$ cat config.mk
export PLATFORM = sky130hd
export DESIGN_NAME = nrisc_fetch
export DESIGN_NICKNAME = d
export VERILOG_FILES = /design/src/rtl/nrisc_fetch.sv
export SDC_FILE = /design/constraint.sdc
export NUM_CORES = 1
export LEC_CHECK = 0
export CAP_MARGIN = 30
export CORE_MARGIN = 10
export CORE_UTILIZATION = 55
export DETAILED_ROUTE_END_ITERATION = 10
export PLACE_DENSITY_LB_ADDON = 0.25
export SETUP_SLACK_MARGIN = 0.2
export SLEW_MARGIN = 20
export SYNTH_ARGS = -nofsm -noshare
export SYNTH_HDL_FRONTEND = slang
export SYNTH_SLANG_ARGS = --single-unit
export TNS_END_PERCENT = 10
$ cat constraint.sdc
create_clock -name clk -period 4.4 [get_ports clk]
set_input_delay 0.66 -clock clk [delete_from_list [all_inputs] [get_ports clk]]
set_output_delay 0.66 -clock clk [all_outputs]
set_load 0.02 [all_outputs]
$ cat src/rtl/nrisc_fetch.sv
// NRISC instruction fetch stage: owns the PC and a hardware call/return stack,
// fetches 16-bit words over a req/ack memory port and hands them to the core.
module nrisc_fetch #(
    parameter int             TAM         = 16,
    parameter int             STACK_DEPTH = 8,
    parameter logic [TAM-1:0] RESET_PC    = '0
) (
    input  logic           clk,
    input  logic           rst,
    input  logic [1:0]     FETCH_PC_ctrl,
    input  logic [TAM-1:0] FETCH_PC_target,
    input  logic           FETCH_ready,
    output logic [15:0]    FETCH_instr,
    output logic           FETCH_valid,
    output logic [TAM-1:0] FETCH_PC,
    output logic [TAM-1:0] IMEM_addr,
    output logic           IMEM_req,
    input  logic           IMEM_ack,
    input  logic [15:0]    IMEM_data,
    output logic           STACK_empty,
    output logic           STACK_full,
    output logic           STACK_err
);

    localparam int             SPW     = $clog2(STACK_DEPTH) + 1;
    localparam logic [SPW-1:0] SP_FULL = SPW'(STACK_DEPTH);

    typedef enum logic [1:0] {
        S_IDLE,
        S_FETCH,
        S_HOLD
    } state_t;

    state_t         r_state;
    state_t         w_nextState;
    logic [TAM-1:0] r_pc;
    logic [TAM-1:0] w_nextPc;
    logic [TAM-1:0] w_pcInc;
    logic [SPW-1:0] r_sp;
    logic [SPW-1:0] w_nextSp;
    logic [SPW-1:0] w_spInc;
    logic [SPW-1:0] w_spDec;
    logic [TAM-1:0] r_stack [STACK_DEPTH];
    logic [15:0]    r_instr;
    logic           r_err;
    logic           w_nextErr;
    logic           w_push;
    logic           w_accept;
    logic           w_empty;
    logic           w_full;

    assign w_pcInc  = r_pc + TAM'(1);
    assign w_spInc  = r_sp + SPW'(1);
    assign w_spDec  = r_sp - SPW'(1);
    assign w_empty  = (r_sp == '0);
    assign w_full   = (r_sp == SP_FULL);
    assign w_accept = (r_state == S_HOLD) && FETCH_ready;

    always_comb begin
        w_nextState = r_state;
        case (r_state)
            S_IDLE:  w_nextState = S_FETCH;
            S_FETCH: if (IMEM_ack) w_nextState = S_HOLD;
            S_HOLD:  if (FETCH_ready) w_nextState = S_FETCH;
            default: w_nextState = S_IDLE;
        endcase
    end

    // A call on a full stack or a return on an empty one degrades to a plain
    // increment and raises the sticky error flag instead of corrupting sp.
    always_comb begin
        w_nextPc  = r_pc;
        w_nextSp  = r_sp;
        w_nextErr = r_err;
        w_push    = 1'b0;
        if (w_accept) begin
            case (FETCH_PC_ctrl)
                2'b00: w_nextPc = w_pcInc;
                2'b01: w_nextPc = FETCH_PC_target;
                2'b10: begin
                    if (!w_full) begin
                        w_push   = 1'b1;
                        w_nextSp = w_spInc;
                        w_nextPc = FETCH_PC_target;
                    end else begin
                        w_nextPc  = w_pcInc;
                        w_nextErr = 1'b1;
                    end
                end
                2'b11: begin
                    if (!w_empty) begin
                        w_nextSp = w_spDec;
                        w_nextPc = r_stack[w_spDec[SPW-2:0]];
                    end else begin
                        w_nextPc  = w_pcInc;
                        w_nextErr = 1'b1;
                    end
                end
                default: w_nextPc = r_pc;
            endcase
        end
    end

    always_ff @(posedge clk) begin
        if (rst) begin
            r_state <= S_IDLE;
            r_pc    <= RESET_PC;
            r_sp    <= '0;
            r_instr <= 16'h0000;
            r_err   <= 1'b0;
        end else begin
            r_state <= w_nextState;
            r_pc    <= w_nextPc;
            r_sp    <= w_nextSp;
            r_err   <= w_nextErr;
            if (r_state == S_FETCH && IMEM_ack) begin
                r_instr <= IMEM_data;
            end
        end
    end

    // Stack storage has no reset; clearing sp alone empties it logically.
    always_ff @(posedge clk) begin
        if (w_push && !rst) begin
            r_stack[r_sp[SPW-2:0]] <= w_pcInc;
        end
    end

    assign FETCH_instr = r_instr;
    assign FETCH_valid = (r_state == S_HOLD);
    assign IMEM_req    = (r_state == S_FETCH);
    assign FETCH_PC    = r_pc;
    assign IMEM_addr   = r_pc;
    assign STACK_empty = w_empty;
    assign STACK_full  = w_full;
    assign STACK_err   = r_err;

endmodule
==> results of run 1 <==
cell type report:
cell class	count	area (um^2)	area share [%]
clock buffers	24	523.0	6.019
clock inverters	8	53.80	0.6192
inverters	5	18.77	0.2160
multi-input cells	310	2225	25.60
flip-flops and latches	167	4626	53.23
well taps	172	215.2	2.477
repair buffers	107	1028	11.84
critical path: cells and delay by family, from the launching register on:
| family | cells | cell delay [ns] |
|---|---|---|
| flops | 1 | 0.33 |
| buf+inv | 2 | 0.63 |
| simple gates | 5 | 1.34 |
| fa+ha+maj | 1 | 0.37 |
sequential cells by signal (all words and copies together) (netlist names):
| signal | count |
|---|---|
| r_sp | 4 |
| FETCH_PC | 16 |
| STACK_err | 1 |
| r_state | 2 |
| FETCH_instr | 16 |
| r_stack | 128 |
Yosys cell counts (5+ instances only):
master / count / area (um^2)
sky130_fd_sc_hd__a221oi_1: 9 / 78.83
sky130_fd_sc_hd__nor3_1: 7 / 35.03
sky130_fd_sc_hd__xnor2_1: 8 / 70.07
sky130_fd_sc_hd__nand4_1: 6 / 37.54
sky130_fd_sc_hd__nand2_1: 86 / 322.8
sky130_fd_sc_hd__dfxtp_1: 39 / 780.8
sky130_fd_sc_hd__edfxtp_1: 128 / 3844
sky130_fd_sc_hd__buf_2: 11 / 55.05
sky130_fd_sc_hd__nor2_1: 40 / 150.1
sky130_fd_sc_hd__mux4_2: 24 / 540.5
sky130_fd_sc_hd__clkbuf_1: 12 / 45.04
sky130_fd_sc_hd__xor2_1: 13 / 113.9
sky130_fd_sc_hd__mux2i_1: 14 / 140.1
sky130_fd_sc_hd__nor4_1: 5 / 31.28
sky130_fd_sc_hd__a211oi_1: 11 / 82.58
sky130_fd_sc_hd__a311oi_1: 5 / 43.79
sky130_fd_sc_hd__nand3_1: 14 / 70.07
sky130_fd_sc_hd__a21oi_1: 26 / 130.1
sky130_fd_sc_hd__buf_4: 18 / 135.1
routing by layer:
layer  part of all wire (%)  vias to the layer above  global-route usage, %
li1                       -                     2115                      -
met1                     39                     2353                  24.47
met2                     50                      273                  33.23
met3                    9.0                       28                  5.677
met4                    1.9                        0                  6.651
met5                      0                        -                      0
worst paths after layout:
kind | end | from | cells after the start | slack (ns)
max | r_stack[3][13]$_DFFE_PP_ | r_sp[0]$_SDFFE_PP0P_ | 8 | 1.43
min | FETCH_instr[10]$_SDFFE_PP0P_ | FETCH_instr[10]$_SDFFE_PP0P_ | 2 | 0.46
max reg2reg | r_stack[3][13]$_DFFE_PP_ | r_sp[0]$_SDFFE_PP0P_ | 8 | 1.43
min reg2reg | FETCH_instr[10]$_SDFFE_PP0P_ | FETCH_instr[10]$_SDFFE_PP0P_ | 2 | 0.46
through the flow:
step | hold slack [ns] | instances
final | 0.4561 | 793
after global routing | 0.4763 | 793
after CTS | 0.4577 | 792
after detailed placement | 0.4496 | 760
after global placement | 0.4429 | 760
after floorplan | 0.5239 | 526
where the power goes:
part           switching, mW  leakage, nW  internal (mW)  total (mW)
logic                  0.100         1.08         0.0840       0.184
clock network          0.595        0.293          0.838        1.43
registers             0.0142         1.38           1.70        1.71
total                  0.710         2.75           2.62        3.33
logic make-up (layout without fill, tap and decap cells):
logic type | count (synthesis) | after routing | share of synthesized area, %
simple gates | 177 | 177 | 11.31
flops | 167 | 167 | 65.10
compound gates | 68 | 68 | 6.571
buf+inv | 49 | 144 | 3.822
mux | 40 | 40 | 9.900
xor+xnor | 21 | 21 | 2.589
fa+ha+maj | 4 | 4 | 0.7046
==> results.md, run 1 <==
Placement:
- At the end of routability-driven placement, the weighted congestion stood at 0.8433.
- The HPWL after detailed placement is 11610 um.
- The standard cell area after detailed placement is between 8000 and 9000 um^2.
- The count of buffers inserted at the top-level ports is 90.
- The post-placement setup slack is roughly 1.3 ns.

Clock network:
- Clock latency on the worst-skew pair, taken at its later pin, is 0.43 ns.
- The setup fix buffers added after clock tree synthesis is 0.
- The TritonCTS clock tree is built.
- The clock-pin transition on the worst setup and hold timing paths is approximately 0.060 ns.
- The number of buffers created by CTS is 17.
- The number of levels in the clock H-tree is 4.
- The count of hold buffers inserted by post-cts repair is 0.
- Clock tree synthesis found a total of ~170 sinks.
- The longest clock path from root to sink contains 2 buffers.
- The library cell used as clock root buffer is sky130_fd_sc_hd__clkbuf_16.
- The post-cts repair resize count is 0.

Yosys:
- The average instance in the mapped netlist occupies around 14 um^2.
- Yosys mapped a number of flops with a built-in enable equal to about 130.
- The flip-flop cell with the highest count after synthesis is sky130_fd_sc_hd__edfxtp_1.
- When the netlist entered floorplanning its net count stood at ~570.
- The yosys synthesis warning count is 0.
- The synthesized flop and latch total is between 150 and 200.
- After synthesis, flip-flops and latches occupy 65.10% of the total area.
- The async set or reset register ratio after synthesis is 0%.
- Counting distinct cell types in the post-synthesis netlist gives between 40 and 50.
- Synthesis produced a netlist whose cell count is around 530.
- The total standard cell area after synthesis is about 7100 um^2.

Routing:
- The count of TritonRoute iterations in the first routing pass is 5.
- In the routed design, unresolved DRC markers number 0.
- The routed length per placed instance is approximately 22 um.
- After detailed routing, the number of vias per cell comes to 6.014.
- The count of nets left with antenna violations once routing finished came out at 0.
- The total number of vias is ~4800.
- In this run, the number of DRC markers left after iteration 0 of detailed routing was 499.
- The final layout contains routed wiring with a total length of between 15000 and 20000 um.

Timing:
- Based on the critical path, the design can be clocked at up to 336.7 MHz.
- Clock skew on the completed layout was measured at around 0.0073 ns.
- The number of pins with negative max-slew slack in the final report is 0.
- The worst slew margin relative to its limit is about two fifths.
- Setup violations remaining at the end of the flow were counted as 0.
- The least setup slack across all paths after layout is 1.430 ns.
- The hold violation total from the final report came to 0.
- Setup repair after global routing left no endpoint under its margin.
- Counting I/O delays and the setup requirement, the final critical path takes approximately 3.0 ns.
- The transition time at the pin with the least slew margin is between 0.9 and 1 ns.
- The setup TNS is 0 ns.
- The final clock period utilization by the worst path is approximately 68%.

Layout:
- The library cells used most frequently in the layout, excluding fill and tap cells, are 128 x sky130_fd_sc_hd__edfxtp_1, 90 x sky130_fd_sc_hd__clkdlybuf4s50_1, 86 x sky130_fd_sc_hd__nand2_1.
- From synthesis to final layout, the design area changed by 22.34%.
- With fillers left out, the area of the finished cells amounts to approximately 8700 um^2.
- The number of antenna diodes in the final layout is 0.
- Cells with a size suffix above 1 make up 13.20% of the layout.
- The final net count is between 600 and 700.
- The core utilization of the finished layout is 68.86%.
- The most common cell after layout, fill and taps aside is sky130_fd_sc_hd__edfxtp_1.
- The number of filler instances in the final layout is 896.

Worst setup path:
- The signal on the critical path passes through clkinv_1 > ha_1 > nand2b_1 > nor2_1 > nor4_1 > nand2_1 > nor2_1 > buf_4.
- STA puts the critical path data required time at roughly 4.5 ns.
- In this design, the critical path's most frequently occurring cell is sky130_fd_sc_hd__nor2_1.
- Along the worst path, the maximum fanout reaches 10.
- The type of element capturing the critical path is a register.
- The largest incremental delay on the critical path is between 0.5 and 0.6 ns.
- The critical path class is register to register.
- The slowest stage of the critical path belongs to the cell sky130_fd_sc_hd__nor2_1.
- Data on the critical path arrives at its endpoint at 3.10 ns.
- The element type at the critical path start is a register.

Pwr:
- The worst-case IR drop observed on VDD is 0.0003115 V.
- Power comes to about 3.3 mW.
- In this run the power density over the cells is ~380 nW/um^2.
- The cell leakage power is roughly 2.8 nW.

Global route:
- The initial antenna violation count is 0.
- The leftover overflow at the end of global routing is 0.
- The via count of the first global-routing pass was roughly 4800.
- The pin count of the biggest net entering global routing is 43.
- The global-route wire length before repair is between 20000 and 30000 um.
- Global routing consumed, over all layers together, about a fifth of the routing resources.

Job:
- Max-cap violations in this run came to 0.

Die:
- The I/O pin count is 91.
- The floorplan step defined a die boundary enclosing between 15000 and 20000 um^2.
- From bottom edge to top edge, the die measures around 130 um.
- After floorplanning, the core was divided into 41 placement rows.
- The die is 133.6 um wide.
- The starting density of the core is a little under three fifths.
- The core region is about 13000 um^2.

Status:
- The flow ran to the end, and the final reports show no timing, DRC or antenna violations.

Hold path:
- In this run the worst hold path is classified as register to register.
No activity file was read; power rests on OpenSTA's default activity.
==> inputs of run 2 (changes only) <==
--- a/config.mk
+++ b/config.mk
@@ -7,7 +7,7 @@
 export LEC_CHECK = 0
 export CAP_MARGIN = 30
 export CORE_MARGIN = 10
-export CORE_UTILIZATION = 55
+export CORE_UTILIZATION = 50
 export DETAILED_ROUTE_END_ITERATION = 10
 export PLACE_DENSITY_LB_ADDON = 0.25
 export SETUP_SLACK_MARGIN = 0.2
==> constraint.sdc (replaced) <==
create_clock -name clk -period 2.6 [get_ports clk]
set_input_delay 0.39 -clock clk [delete_from_list [all_inputs] [get_ports clk]]
set_output_delay 0.39 -clock clk [all_outputs]
set_load 0.02 [all_outputs]
==> results.md, run 2 (synthesis gave the netlist of run 1 again) <==
Worst setup path:
- STA classifies the critical path startpoint as a register.
- The count of cells along the worst register-to-register path was 6 (-2).
- The reg-to-reg critical path startpoint is r_sp[0]$_SDFFE_PP0P_.
- The total stage count of the critical path is 6 (-2).
- The critical path is of the register to register type.
- Among all stages on the critical path, the largest delay is contributed by sky130_fd_sc_hd__mux4_2.
- The largest incremental delay on the critical path is 0.58 ns (about the same).
- The maximum fanout count along the critical path was 32 (+22).
- The arrival time at the worst endpoint came to 2.65 ns (-0.45 ns).
- In this design, the largest share of critical-path delay is due to compound AO/OA/AOI/OAI gates.
- The critical path buffer and inverter count is 1 (-1).
- The type of element capturing the critical path is a register.
- The critical path launch point is r_sp[0]$_SDFFE_PP0P_.
- The data required time at the worst endpoint came to 2.89 ns (-1.64 ns).
- Walking the worst path, the cells encountered are buf_4 > mux4_2 > nand2_1 > a21oi_1 > a2111oi_0 > a211oi_1.

Pwr:
- The cell leakage power is 2.859 nW (+3.9%).
- The power density over cell area is 628.5 nW/um^2 (+64%).
- The maximum ir drop on the vdd rail is 0.0006484 V (+110%).

Routing:
- The routed length per placed instance came to 22.34 um (-0.61%).
- The number of remaining DRC errors came to 0 (unchanged).
- The total wire length is 18320 um (+2.8%).
- The number of violations reported at the end of detailed-routing iteration 0 came to 446 (-11%).
- The count of TritonRoute iterations in the first routing pass came to 5 (unchanged).
- The via density per instance is 5.828 (-3.1%).
- The post-route antenna net violation count is 0 (unchanged).
- The total number of vias is 4779 (+0.21%).

Status:
- The flow ran to the end, and the final reports show no timing, DRC or antenna violations.

Global route:
- The overall fraction of global-route tracks in use is 18.82% (-1.1 points).
- The initial antenna violation count is 0 (unchanged).
- The pin count of the biggest net entering global routing came to 43 (unchanged).
- The leftover overflow at the end of global routing is 0 (unchanged).
- The global-route wire length before repair is 28280 um (+3.5%).
- The via count of the first global-routing pass is 4848 (+2.1%).

Timing:
- The number of pins with negative max-slew slack in the final report was 0 (unchanged).
- The transition time at the pin with the least slew margin is 0.7429 ns (-0.1779 ns).
- The worst slew margin relative to its limit was 50.12% (+12 points).
- Setup repair after global routing could not meet its margin everywhere.
- The final count of negative-setup-slack endpoints was 0 (unchanged).
- The final clock period utilization by the worst path is 90.81% (+23 points).
- The hold violation total from the final report is 0 (unchanged).
- The final worst clock skew is 0.005544 ns (-0.001744 ns).
- The fmax is 423.5 MHz (+26%).
- The shortest clock period the worst path allows after layout is 2.361 ns (-0.6092 ns).
- The setup TNS is 0 ns (unchanged).

Layout:
- The post-route cell area is 9080 um^2 (+4.5%).
- The core utilization of the finished layout is 65.41% (-3.4 points).
- The final net count is 669 (+2.9%).
- The layout-stage area growth over the synthesis result is 27.83%.
- The flip-flop count of the largest register, all copies and words added is 128 (unchanged).
- The share of final-layout standard cells stronger than drive strength 1 came to 17.97% (+4.8 points).
- The final antenna diode count is 0 (unchanged).
- The library cells used most frequently in the layout, excluding fill and tap cells, are 128 x sky130_fd_sc_hd__edfxtp_1, 90 x sky130_fd_sc_hd__clkdlybuf4s50_1, 84 x sky130_fd_sc_hd__nand2_1.
- The most common cell after layout, fill and taps aside is sky130_fd_sc_hd__edfxtp_1.

Clock network:
- The maximum clock insertion buffer count was 2 (unchanged).
- The number of clock sinks seen by CTS is 167 (unchanged).
- The TritonCTS clock tree is built.
- The clock-pin transition on the worst setup and hold timing paths was 0.06 ns (about the same).
- The number of levels in the clock H-tree is 4 (unchanged).
- The number of buffers created by CTS is 17 (unchanged).
- The tree is rooted in a sky130_fd_sc_hd__clkbuf_16.
- The clock insertion delay at the later pin of the skew report is 0.43 ns (about the same).
- The setup fix buffers added after clock tree synthesis is 0 (unchanged).

Placement:
- The standard cell area after detailed placement is 8486 um^2 (+4.7%).
- The count of buffers inserted at the top-level ports is 90 (unchanged).
- The last weighted congestion value of the routability-driven placer came to 0.8217 (-2.6%).
- The HPWL after detailed placement is 12020 um (+3.5%).

Die:
- The number of rows created at floorplan was 43 (+4.9%).
- The width of the die is 139.2 um (+4.2%).
- The chip height was 139.2 um (+4.2%).
- The I/O pin count was 91 (unchanged).
- The placeable core region is 13880 um^2 (+10%).
- The area of the die is 19370 um^2 (+8.5%).
- The starting density of the core is 51.17% (-5.1 points).

Hold path:
- In this run the most critical hold path is launched from FETCH_instr[0]$_SDFFE_PP0P_.
- The worst hold path stage count is 2 (unchanged).
- The worst min-delay path category is register to register.

Job:
- The number of max-capacitance violations reported is 0 (unchanged).
[run 2: layer usage]
metal	track usage [%]	share of wire (%)
met3	4.932	7.2
met2	32.45	51
met4	7.249	2.0
met1	21.91	39
met5	0	0
[run 2: stage by stage]
| step | cells | hold WS, ns | setup slack [ns] | power (mW) |
|---|---|---|---|---|
| after global routing | 820 | 0.4844 | 0.09290 | 5.885 |
| after floorplan | 526 | 0.5239 | 0.2162 | 3.110 |
| after CTS | 820 | 0.4555 | 0.2180 | 5.736 |
| after detailed placement | 788 | 0.4471 | 0.04069 | 3.284 |
| after global placement | 788 | 0.4409 | 0.2021 | 3.273 |
| final | 820 | 0.4535 | 0.2388 | 5.707 |
[run 2: final cells by class]
| cell class | count | area (um^2) |
|---|---|---|
| Clock buffer | 17 | 425.4 |
| Clock inverter | 15 | 161.4 |
| Fill cell | 988 | 4801 |
| Inverter | 5 | 31.28 |
| Multi-Input combinational cell | 310 | 2327 |
| Sequential cell | 167 | 4626 |
| Tap cell | 180 | 225.2 |
| Timing Repair Buffer | 126 | 1284 |
[run 2: path summary, 6_finish.rpt]
check                                              endpoint  slack [ns]
worst max-delay path               FETCH_PC[0]$_SDFFE_PP0P_        0.24
worst min-delay path            FETCH_instr[0]$_SDFFE_PP0P_        0.45
worst max register to register     FETCH_PC[0]$_SDFFE_PP0P_        0.24
worst min register to register  FETCH_instr[0]$_SDFFE_PP0P_        0.45
[run 2: worst register-to-register path, delay by kind of cell, from the launching register on]
kind,cells,cell delay [ns]
buf+inv,1,0.49
compound gates,3,0.66
mux,1,0.60
flops,1,0.39
simple gates,1,0.08
[run 2: repair_timing]
item / in CTS / in global routing
hold buffers: 0 / 0
endpoints found under the setup margin: 0 / 14
resized for setup: 0 / 1
[run 2: power by group]
group	total [mW]	internal, mW	switching (mW)
clock network	2.48	1.49	0.989
registers	2.89	2.87	0.0207
logic	0.334	0.155	0.180
==> inputs of run 3 (changes only) <==
--- a/config.mk
+++ b/config.mk
@@ -9,7 +9,7 @@
 export CORE_MARGIN = 10
 export CORE_UTILIZATION = 50
 export DETAILED_ROUTE_END_ITERATION = 10
-export PLACE_DENSITY_LB_ADDON = 0.25
+export PLACE_DENSITY = 0.76
 export SETUP_SLACK_MARGIN = 0.2
 export SLEW_MARGIN = 20
 export SYNTH_ARGS = -nofsm -noshare
==> results.md, run 3 (synthesis gave the netlist of run 1 again) <==
Status:
- The run finished with clean final reports.

Die:
- The area of the die came to 19370 um^2 (unchanged).
- The starting density of the core is 51.17% (unchanged).
- The placeable core region is 13880 um^2 (unchanged).
- The chip height is 139.2 um (unchanged).
- The width of the die was 139.2 um (unchanged).
- The number of rows created at floorplan was 43 (unchanged).
- The I/O pin count is 91 (unchanged).

Layout:
- The non-filler instance count after layout is 822 (+0.24%).
- The share of final-layout standard cells stronger than drive strength 1 was 18.38% (+0.41 points).
- The number of filler instances in the final layout is 956 (-3.2%).
- The final antenna diode count is 0 (unchanged).
- The area growth from synthesis to layout is 28.01%.
- The final net count is 671 (+0.30%).
- The flip-flop count of the largest register, all copies and words added is 128 (unchanged).
- The core utilization of the finished layout is 65.50% (+0.090 points).
- Leaving out fill and tap cells, the most frequent cell in the layout is sky130_fd_sc_hd__edfxtp_1.
- The top cell types in the final layout, fill and taps aside, are 128 x sky130_fd_sc_hd__edfxtp_1, 89 x sky130_fd_sc_hd__clkdlybuf4s50_1, 84 x sky130_fd_sc_hd__nand2_1.

Worst setup path:
- The critical path buffer and inverter count came to 2 (+1).
- The data required time at the worst endpoint is 2.21 ns (-0.68 ns).
- The maximum fanout count along the critical path is 3 (-91%).
- The critical path class is register to output pin.
- The largest incremental delay on the critical path is 0.63 ns (+0.05 ns).
- The cell with the largest stage delay on the worst path is sky130_fd_sc_hd__clkdlybuf4s50_1.
- STA classifies the critical path startpoint as a register.
- The arrival time at the worst endpoint came to 1.87 ns (-0.78 ns).
- The cell family with the largest share of critical-path delay is buffers and inverters.
- The most critical setup path has its startpoint at r_sp[1]$_SDFFE_PP0P_.
- The worst setup path is captured at an output pin.
- The critical path goes through inv_1 > ha_4 > nand2b_4 > nor2_1 > clkdlybuf4s50_1.
- In this run the critical register-to-register path is launched from r_sp[0]$_SDFFE_PP0P_.

Clock network:
- The library cell used as clock root buffer is sky130_fd_sc_hd__clkbuf_16.
- The number of buffers created by CTS was 17 (unchanged).
- The maximum clock insertion buffer count is 2 (unchanged).
- The post-cts repair resize count is 0 (unchanged).
- The clock-pin transition on the worst setup and hold timing paths was 0.06 ns (about the same).
- The setup fix buffers added after clock tree synthesis is 0 (unchanged).
- The clock insertion delay at the later pin of the skew report is 0.43 ns (about the same).
- The TritonCTS clock tree is built.
- The number of levels in the clock H-tree came to 4 (unchanged).
- The number of clock sinks seen by CTS is 167 (unchanged).
- The count of hold buffers inserted by post-cts repair is 0 (unchanged).

Placement:
- The HPWL after detailed placement came to 11980 um (-0.33%).
- The last weighted congestion value of the routability-driven placer is 0.8598 (+4.6%).
- The count of buffers inserted at the top-level ports is 90 (unchanged).
- The number of cells after detailed placement was 790 (+0.25%).

Pwr:
- The maximum ir drop on the vdd rail is 0.0004710 V (-27%).
- The cell leakage power is 2.886 nW (+0.96%).
- The power density over cell area is 635.9 nW/um^2 (+1.2%).

Global route:
- The global-route wire length before repair was 28960 um (+2.4%).
- The pin count of the biggest net entering global routing is 43 (unchanged).
- The overall fraction of global-route tracks in use was 18.97% (+0.15 points).
- The initial antenna violation count is 0 (unchanged).
- The via count of the first global-routing pass is 4951 (+2.1%).
- The leftover overflow at the end of global routing is 0 (unchanged).

Timing:
- Setup repair after global routing left no endpoint under its margin.
- The tightest hold margin is 0.4543 ns (+0.0008300 ns).
- The shortest clock period the worst path allows after layout is 2.262 ns (-0.09939 ns).
- The transition time at the pin with the least slew margin is 0.7752 ns (+0.03236 ns).
- The final worst clock skew is 0.009400 ns (+0.003856 ns).
- The fmax is 442.1 MHz (+4.4%).
- The final count of negative-setup-slack endpoints is 0 (unchanged).
- The worst slew margin relative to its limit was 47.95% (-2.2 points).
- The number of pins with negative max-slew slack in the final report is 0 (unchanged).
- The setup TNS is 0 ns (unchanged).
- The final clock period utilization by the worst path is 86.99% (-3.8 points).
- The hold violation total from the final report was 0 (unchanged).

Routing:
- The total wire length is 18320 um (about the same).
- The total number of vias came to 4872 (+1.9%).
- The post-route antenna net violation count is 0 (unchanged).
- The via density per instance is 5.927 (+1.7%).
- The number of violations reported at the end of detailed-routing iteration 0 came to 581 (+30%).
- The number of remaining DRC errors is 0 (unchanged).
- The count of TritonRoute iterations in the first routing pass is 5 (unchanged).
- The routed length per placed instance is 22.29 um (-0.25%).

Job:
- The number of max-capacitance violations reported was 0 (unchanged).

Hold path:
- In this run the worst hold path is classified as register to register.
- The startpoint of the tightest hold check path is FETCH_instr[10]$_SDFFE_PP0P_.
[run 3: cell types whose count changed in the layout (fill, tap and decap cells not counted), moves of 2 or more]
| cell | before | now |
|---|---|---|
| sky130_fd_sc_hd__buf_4 | 27 | 30 |
| sky130_fd_sc_hd__clkinv_1 | 2 | 0 |
| sky130_fd_sc_hd__clkinv_4 | 1 | 4 |
| sky130_fd_sc_hd__clkinvlp_4 | 4 | 2 |
| sky130_fd_sc_hd__buf_12 | 9 | 7 |
[run 3: final timing paths]
path	endpoint	slack (ns)	depth (start not counted)
min	FETCH_instr[10]$_SDFFE_PP0P_	0.45	2
max reg2reg	FETCH_PC[8]$_SDFFE_PP0P_	0.34	8
max	STACK_empty	0.34	5
min reg2reg	FETCH_instr[10]$_SDFFE_PP0P_	0.45	2
[run 3: final cells by class]
class                   instances  area, um^2  share of cell area [%]
clock buffers                  18       429.2                   4.720
clock inverters                14       175.2                   1.927
inverters                       5       31.28                  0.3440
multi-input cells             310        2331                   25.64
flip-flops and latches        167        4626                   50.87
well taps                     180       225.2                   2.477
repair buffers                128        1275                   14.02
[run 3: worst min-delay path: stages (launching register included)]
cell and delay, ns:
sky130_fd_sc_hd__dfxtp_1 0.31, sky130_fd_sc_hd__nand2_1 0.05, sky130_fd_sc_hd__a21oi_1 0.05
[run 3: metal layers]
metal / vias up / GRT usage (%) / wire length [um]
li1: 2175 / - / -
met1: 2423 / 24.05 / 7249
met5: - / 0 / 0
met3: 27 / 5.171 / 1500
met2: 247 / 31.03 / 9304
met4: 0 / 5.711 / 266
[run 3: report_power, final]
group / internal [mW] / switching (mW) / total [mW] / leakage, nW
logic: 0.153 / 0.181 / 0.334 / 1.21
clock network: 1.52 / 1.04 / 2.56 / 0.292
registers: 2.87 / 0.0201 / 2.89 / 1.38
[run 3: metrics by stage]
stage	total power, mW	worst slack, ns	instance area, um^2
floorplan	3.110	0.2162	7243
global placement	3.270	0.1988	8471
detailed placement	3.278	0.1000	8471
CTS	5.805	0.2436	9075
global route	5.937	0.2071	9092
finish	5.782	0.3382	9092
